$ cat config.mk
export PLATFORM = sky130hd
export DESIGN_NAME = zigzag_stream
export DESIGN_NICKNAME = d
export VERILOG_FILES = /design/src/rtl/zigzag_pkg.sv /design/src/rtl/zigzag_lut.sv /design/src/rtl/zigzag_stream.sv
export SDC_FILE = /design/constraint.sdc
export NUM_CORES = 2
export LEC_CHECK = 0
export BUFFER_PORTS_ARGS = -buffer_cell sky130_fd_sc_hd__buf_2
export CAP_MARGIN = 20
export CORE_MARGIN = 2
export CORE_UTILIZATION = 40
export CTS_BUF_LIST = sky130_fd_sc_hd__clkbuf_16
export CTS_CLUSTER_DIAMETER = 60
export DETAILED_ROUTE_END_ITERATION = 10
export GPL_TIMING_DRIVEN = 1
export MAX_ROUTING_LAYER = met4
export PLACE_DENSITY = 0.58
export SYNTH_ARGS = -nofsm -noshare
export SYNTH_HDL_FRONTEND = slang
export SYNTH_SLANG_ARGS = --single-unit
$ cat constraint.sdc
create_clock -name clk -period 3.6 [get_ports clk]
set_input_delay 0.9 -clock clk [delete_from_list [all_inputs] [get_ports clk]]
set_output_delay 0.9 -clock clk [all_outputs]
set_load 0.005 [all_outputs]
$ cat src/rtl/zigzag_pkg.sv
// zigzag_pkg: shared block geometry and the zigzag-to-raster table for the
// forward scanner and the decode-side reference model.
package zigzag_pkg;
    localparam int BLK_N = 64;
    localparam int IDX_W = 6;
    localparam logic [IDX_W-1:0] ZZ_TAB [BLK_N] = '{
        6'd0,  6'd1,  6'd8,  6'd16, 6'd9,  6'd2,  6'd3,  6'd10,
        6'd17, 6'd24, 6'd32, 6'd25, 6'd18, 6'd11, 6'd4,  6'd5,
        6'd12, 6'd19, 6'd26, 6'd33, 6'd40, 6'd48, 6'd41, 6'd34,
        6'd27, 6'd20, 6'd13, 6'd6,  6'd7,  6'd14, 6'd21, 6'd28,
        6'd35, 6'd42, 6'd49, 6'd56, 6'd57, 6'd50, 6'd43, 6'd36,
        6'd29, 6'd22, 6'd15, 6'd23, 6'd30, 6'd37, 6'd44, 6'd51,
        6'd58, 6'd59, 6'd52, 6'd45, 6'd38, 6'd31, 6'd39, 6'd46,
        6'd53, 6'd60, 6'd61, 6'd54, 6'd47, 6'd55, 6'd62, 6'd63
    };
    function automatic logic [IDX_W-1:0] zz_raster(input logic [IDX_W-1:0] idx);
        return ZZ_TAB[idx];
    endfunction
endpackage

$ cat src/rtl/zigzag_lut.sv
// zigzag_lut: combinational zigzag position to raster address.
module zigzag_lut
    import zigzag_pkg::*;
(
    input  logic [IDX_W-1:0] idx,
    output logic [IDX_W-1:0] addr
);
    assign addr = zz_raster(idx);
endmodule

$ cat src/rtl/zigzag_stream.sv
// zigzag_stream: ping-pong buffered raster-to-zigzag reorder of 8x8 blocks
// with valid/ready on both sides.
module zigzag_stream
    import zigzag_pkg::*;
#(
    parameter int DATA_W = 32
) (
    input  logic              clk,
    input  logic              rst,
    input  logic              in_valid,
    output logic              in_ready,
    input  logic [DATA_W-1:0] in_data,
    output logic              out_valid,
    input  logic              out_ready,
    output logic [DATA_W-1:0] out_data,
    output logic              out_last,
    output logic [IDX_W-1:0]  out_idx
);
    logic [DATA_W-1:0] mem [2][BLK_N];
    logic [1:0]        full;
    logic              wr_bank, rd_bank, wr_en, ld;
    logic [IDX_W-1:0]  wr_cnt, rd_cnt, rd_addr;

    zigzag_lut u_lut (.idx(rd_cnt), .addr(rd_addr));

    assign in_ready = ~full[wr_bank];
    assign wr_en    = in_valid & in_ready;
    assign ld       = full[rd_bank] & (~out_valid | out_ready);

    always_ff @(posedge clk)
        if (wr_en) mem[wr_bank][wr_cnt] <= in_data;

    // set and clear always target different banks, so both may land on one edge
    always_ff @(posedge clk or negedge rst) begin
        if (!rst) begin
            full      <= '0;
            wr_bank   <= 1'b0;
            rd_bank   <= 1'b0;
            wr_cnt    <= '0;
            rd_cnt    <= '0;
            out_valid <= 1'b0;
            out_data  <= '0;
            out_idx   <= '0;
            out_last  <= 1'b0;
        end else begin
            if (wr_en) begin
                wr_cnt <= wr_cnt + 1'b1;
                if (&wr_cnt) begin
                    full[wr_bank] <= 1'b1;
                    wr_bank       <= ~wr_bank;
                end
            end
            if (ld) begin
                out_data  <= mem[rd_bank][rd_addr];
                out_idx   <= rd_cnt;
                out_last  <= &rd_cnt;
                out_valid <= 1'b1;
                rd_cnt    <= rd_cnt + 1'b1;
                if (&rd_cnt) begin
                    full[rd_bank] <= 1'b0;
                    rd_bank       <= ~rd_bank;
                end
            end else if (out_ready) begin
                out_valid <= 1'b0;
            end
        end
    end
endmodule
==> impl_metrics.yaml <==
outcome:
  status: "finished with violations"
  violations: "negative setup slack"
synthesis:
  synth_cell_types: 71
  synth_top_cell_by_area: "edfxtp_1"
  syn_area_per_cell_sq_um: 21.8
  netlist_top_cells_area: "edfxtp_1, mux4_2, o22ai_1"
  yosys_warnings: 0
  ys_seq_area_frac: 0.791
  netlist_area_sq_um: 157000
  synth_flop_cell: "edfxtp_1"
  ys_ff_latch: 4152
  synth_edf_count: 4096
  synth_nets: 7260
  netlist.area_leader.share: 0.782
  syn_inst: 7208
  synthArstFlopShare: 0.0135
setup_path:
  worst-setup-path-type: "reg -> reg"
  required_ps: 4430
  start_kind: "register"
  path_max_fanout: 8
  r2r_cells: 18
  arrival_ps: 4860
  cp_slowest_cell: "or4_4"
  crit_cells: 18
  cp_top_family: "buffers and inverters"
  endpoint_kind: "register"
  cp_cell_sequence: "inv_2 > ha_4 > inv_4 > o211ai_1 > a211o_1 > o21ai_4 > buf_12 > buf_16 > buf_16 > buf_4 > buf_12 > mux4_2 > o22ai_2 > buf_6 > a211oi_2 > buf_6 > or4_4 > o221a_4"
  worst-path-buf-inv: 9
  cpPeakStageDelay_ps: 610
power_and_ir_drop:
  switching_share: 0.247
  clock_power_share: 0.365
  internal_power_mw: 84.5
  power_frac_comb: 0.147
  total_power_mw: 112
  cellPowerDensity_nw_per_um2: 587
  p_seq_frac: 0.488
  p_leak_nw: 59.2
  p_sw_mw: 27.7
  peakVddDrop_mv: 0.416
sta:
  setup_slack_ps: -429
  max_freq_ghz: 0.248
  slew_violations: 0
  finalHoldViolCount: 0
  whs_ps: 86.3
  slew_headroom: 0.213
  timing.final.crit_share: 1.12
  tightest_slew_ps: 1180
  setup_tns_ps: -11300
  period_needed_ps: 4030
  fin_skew_ps: 47.9
  setup_viol: 32
  rsz0062_at_grt: "yes"
placement:
  dpl.hpwl_mm: 265
  place_ws_ps: -1120
  dp.cells: 12900
  port_buffers: 76
  place.gp.congestion: 0.855
finish:
  drive_above_1_share: 0.348
  area_delta_synth_final_pct: 21.5
  mostFrequentLayoutCells: "edfxtp_1, mux4_2, buf_4, clkbuf_16, buf_12"
  layout_commonest_cell: "edfxtp_1"
  nNetsFinal: 8335
  instances_no_fill: 13900
route:
  vias_per_cell: 5.92
  vias: 82000
  drc_errors: 0
  dr.pass1.iters: 7
  drtAntennaViolNets: 0
  routedWlPerCell_um: 33.1
  drt_iter0_drc: 11700
  route.final.wire_length_mm: 459
cts:
  cts.path.max_buffers: 4
  cts_sinks: 4152
  clock_latency_ps: 940
  cts_tree: "done"
  cts-root-buf: "clkbuf_16"
  htreeDepth: 5
  clk_pin_slew_ps: 70
  cts_buffers: 413
global_route:
  first_global_vias: 81800
  grt_pass1_wl_mm: 637
  grtUsageTotal: 0.233
  antenna_found_initial: 32
  grt_overflow: 0
  grt_max_degree: 129
floorplan:
  rows: 230
  die_w_um: 631
  pin_count: 77
  chipHeight_um: 631
  initial_core_util: 0.401
  dieArea_sq_um: 398000
  core_sq_um: 392000
min_path:
  hold_path_class: "in -> async"
job:
  drv_cap: 0
[kinds of logic (layout without fill, tap and decap cells)]
logic type | after synthesis | in the layout | synth area share
buf+inv | 454 | 1861 | 0.0129
other cells | 0 | 20 | 0
compound gates | 934 | 934 | 0.0432
xor+xnor | 10 | 10 | 0.000557
flops | 4152 | 4152 | 0.791
fa+ha+maj | 16 | 16 | 0.00127
mux | 1017 | 1017 | 0.134
simple gates | 625 | 625 | 0.0179
[sequential cells by signal (all words and copies together) (netlist names)]
| register | cells |
|---|---|
| out_valid | 1 |
| out_last | 1 |
| mem | 4096 |
| wr_bank | 1 |
| out_idx | 6 |
| full | 2 |
| wr_cnt | 6 |
| rd_bank | 1 |
| rd_cnt | 6 |
| out_data | 32 |
[metrics by stage]
| step | utilization | instance area (sq um) |
|---|---|---|
| 2_1_floorplan | - | 157000 |
| 3_3_place_gp | 0.444 | 174000 |
| 3_5_place_dp | 0.444 | 174000 |
| 4_1_cts | 0.484 | 190000 |
| 5_1_grt | 0.488 | 191000 |
| 6_report | 0.488 | 191000 |
[layer usage]
| metal | vias up | share of wire | GRT usage |
|---|---|---|---|
| met5 | - | 0 | - |
| met4 | 0 | 0.034 | 0.0718 |
| met3 | 666 | 0.081 | 0.0333 |
| met2 | 3860 | 0.49 | 0.373 |
| met1 | 44500 | 0.39 | 0.310 |
| li1 | 33000 | - | - |
[cells in the mapped netlist (36+ instances only)]
cell type	count
nand2_1	207
dfrtp_1	56
mux2i_1	139
nor2_1	222
edfxtp_1	4096
a211oi_1	36
mux4_2	866
o22ai_1	254
o221ai_1	62
buf_2	134
a22oi_1	64
o31ai_1	63
a221o_1	126
clkbuf_1	239
a21oi_1	164
nor3_1	68
[power groups by stage]
stage               logic (mW)  registers, mW  clock network, mW
floorplan                 7.03           55.5                  0
global placement          13.6           55.8                  0
detailed placement        13.7           55.8                  0
CTS                       15.7           54.8               41.5
global route              17.1           54.8               43.4
finish                    16.5           54.8               41.0
[final timing paths]
kind | from | endpoint | slack (ps)
min reg2reg | out_idx[2]$_DFFE_PN0P_ | out_idx[2]$_DFFE_PN0P_ | 510
max reg2reg | rd_cnt[1]$_DFFE_PN0P_ | out_data[27]$_DFFE_PN0P_ | -430
max in group asynchronous | rst | rd_bank$_DFFE_PN0P_ | 2680
min | rst | out_data[28]$_DFFE_PN0P_ | 90
max | rd_cnt[1]$_DFFE_PN0P_ | out_data[27]$_DFFE_PN0P_ | -430
min in group clk | out_ready | out_valid$_DFFE_PN0P_ | 210
[cell type report]
type                       count  area (sq um)
sequential                  4152        124000
antenna                       20          50.0
clock inverter               326          2240
clock buffer                 421         10500
timing repair buffer        1100         13200
tap                         5220          6530
inverter                      14          60.1
multi-input combinational   2602         34200
fill                       31500        201000
[worst reg2reg max path, stage by stage, from the launching register on]
cell      delay (ps)
dfrtp_1          400
inv_2            130
ha_4             240
inv_4             70
o211ai_1          80
a211o_1          310
o21ai_4          180
buf_12           160
buf_16           200
buf_16           180
buf_4            160
buf_12           130
mux4_2           330
o22ai_2          200
buf_6            140
a211oi_2          60
buf_6            170
or4_4            620
o221a_4          170
[what timing repair did]
| action | 4_1_cts | 5_1_grt |
|---|---|---|
| hold buffers | 0 | 0 |
| resized for setup | 346 | 171 |
| gates cloned | 21 | 10 |
| setup endpoints to repair | 32 | 32 |
| buffers inserted | 74 | 66 |
| pin swaps | 61 | 52 |
No activity file was read; power rests on OpenSTA's default activity.
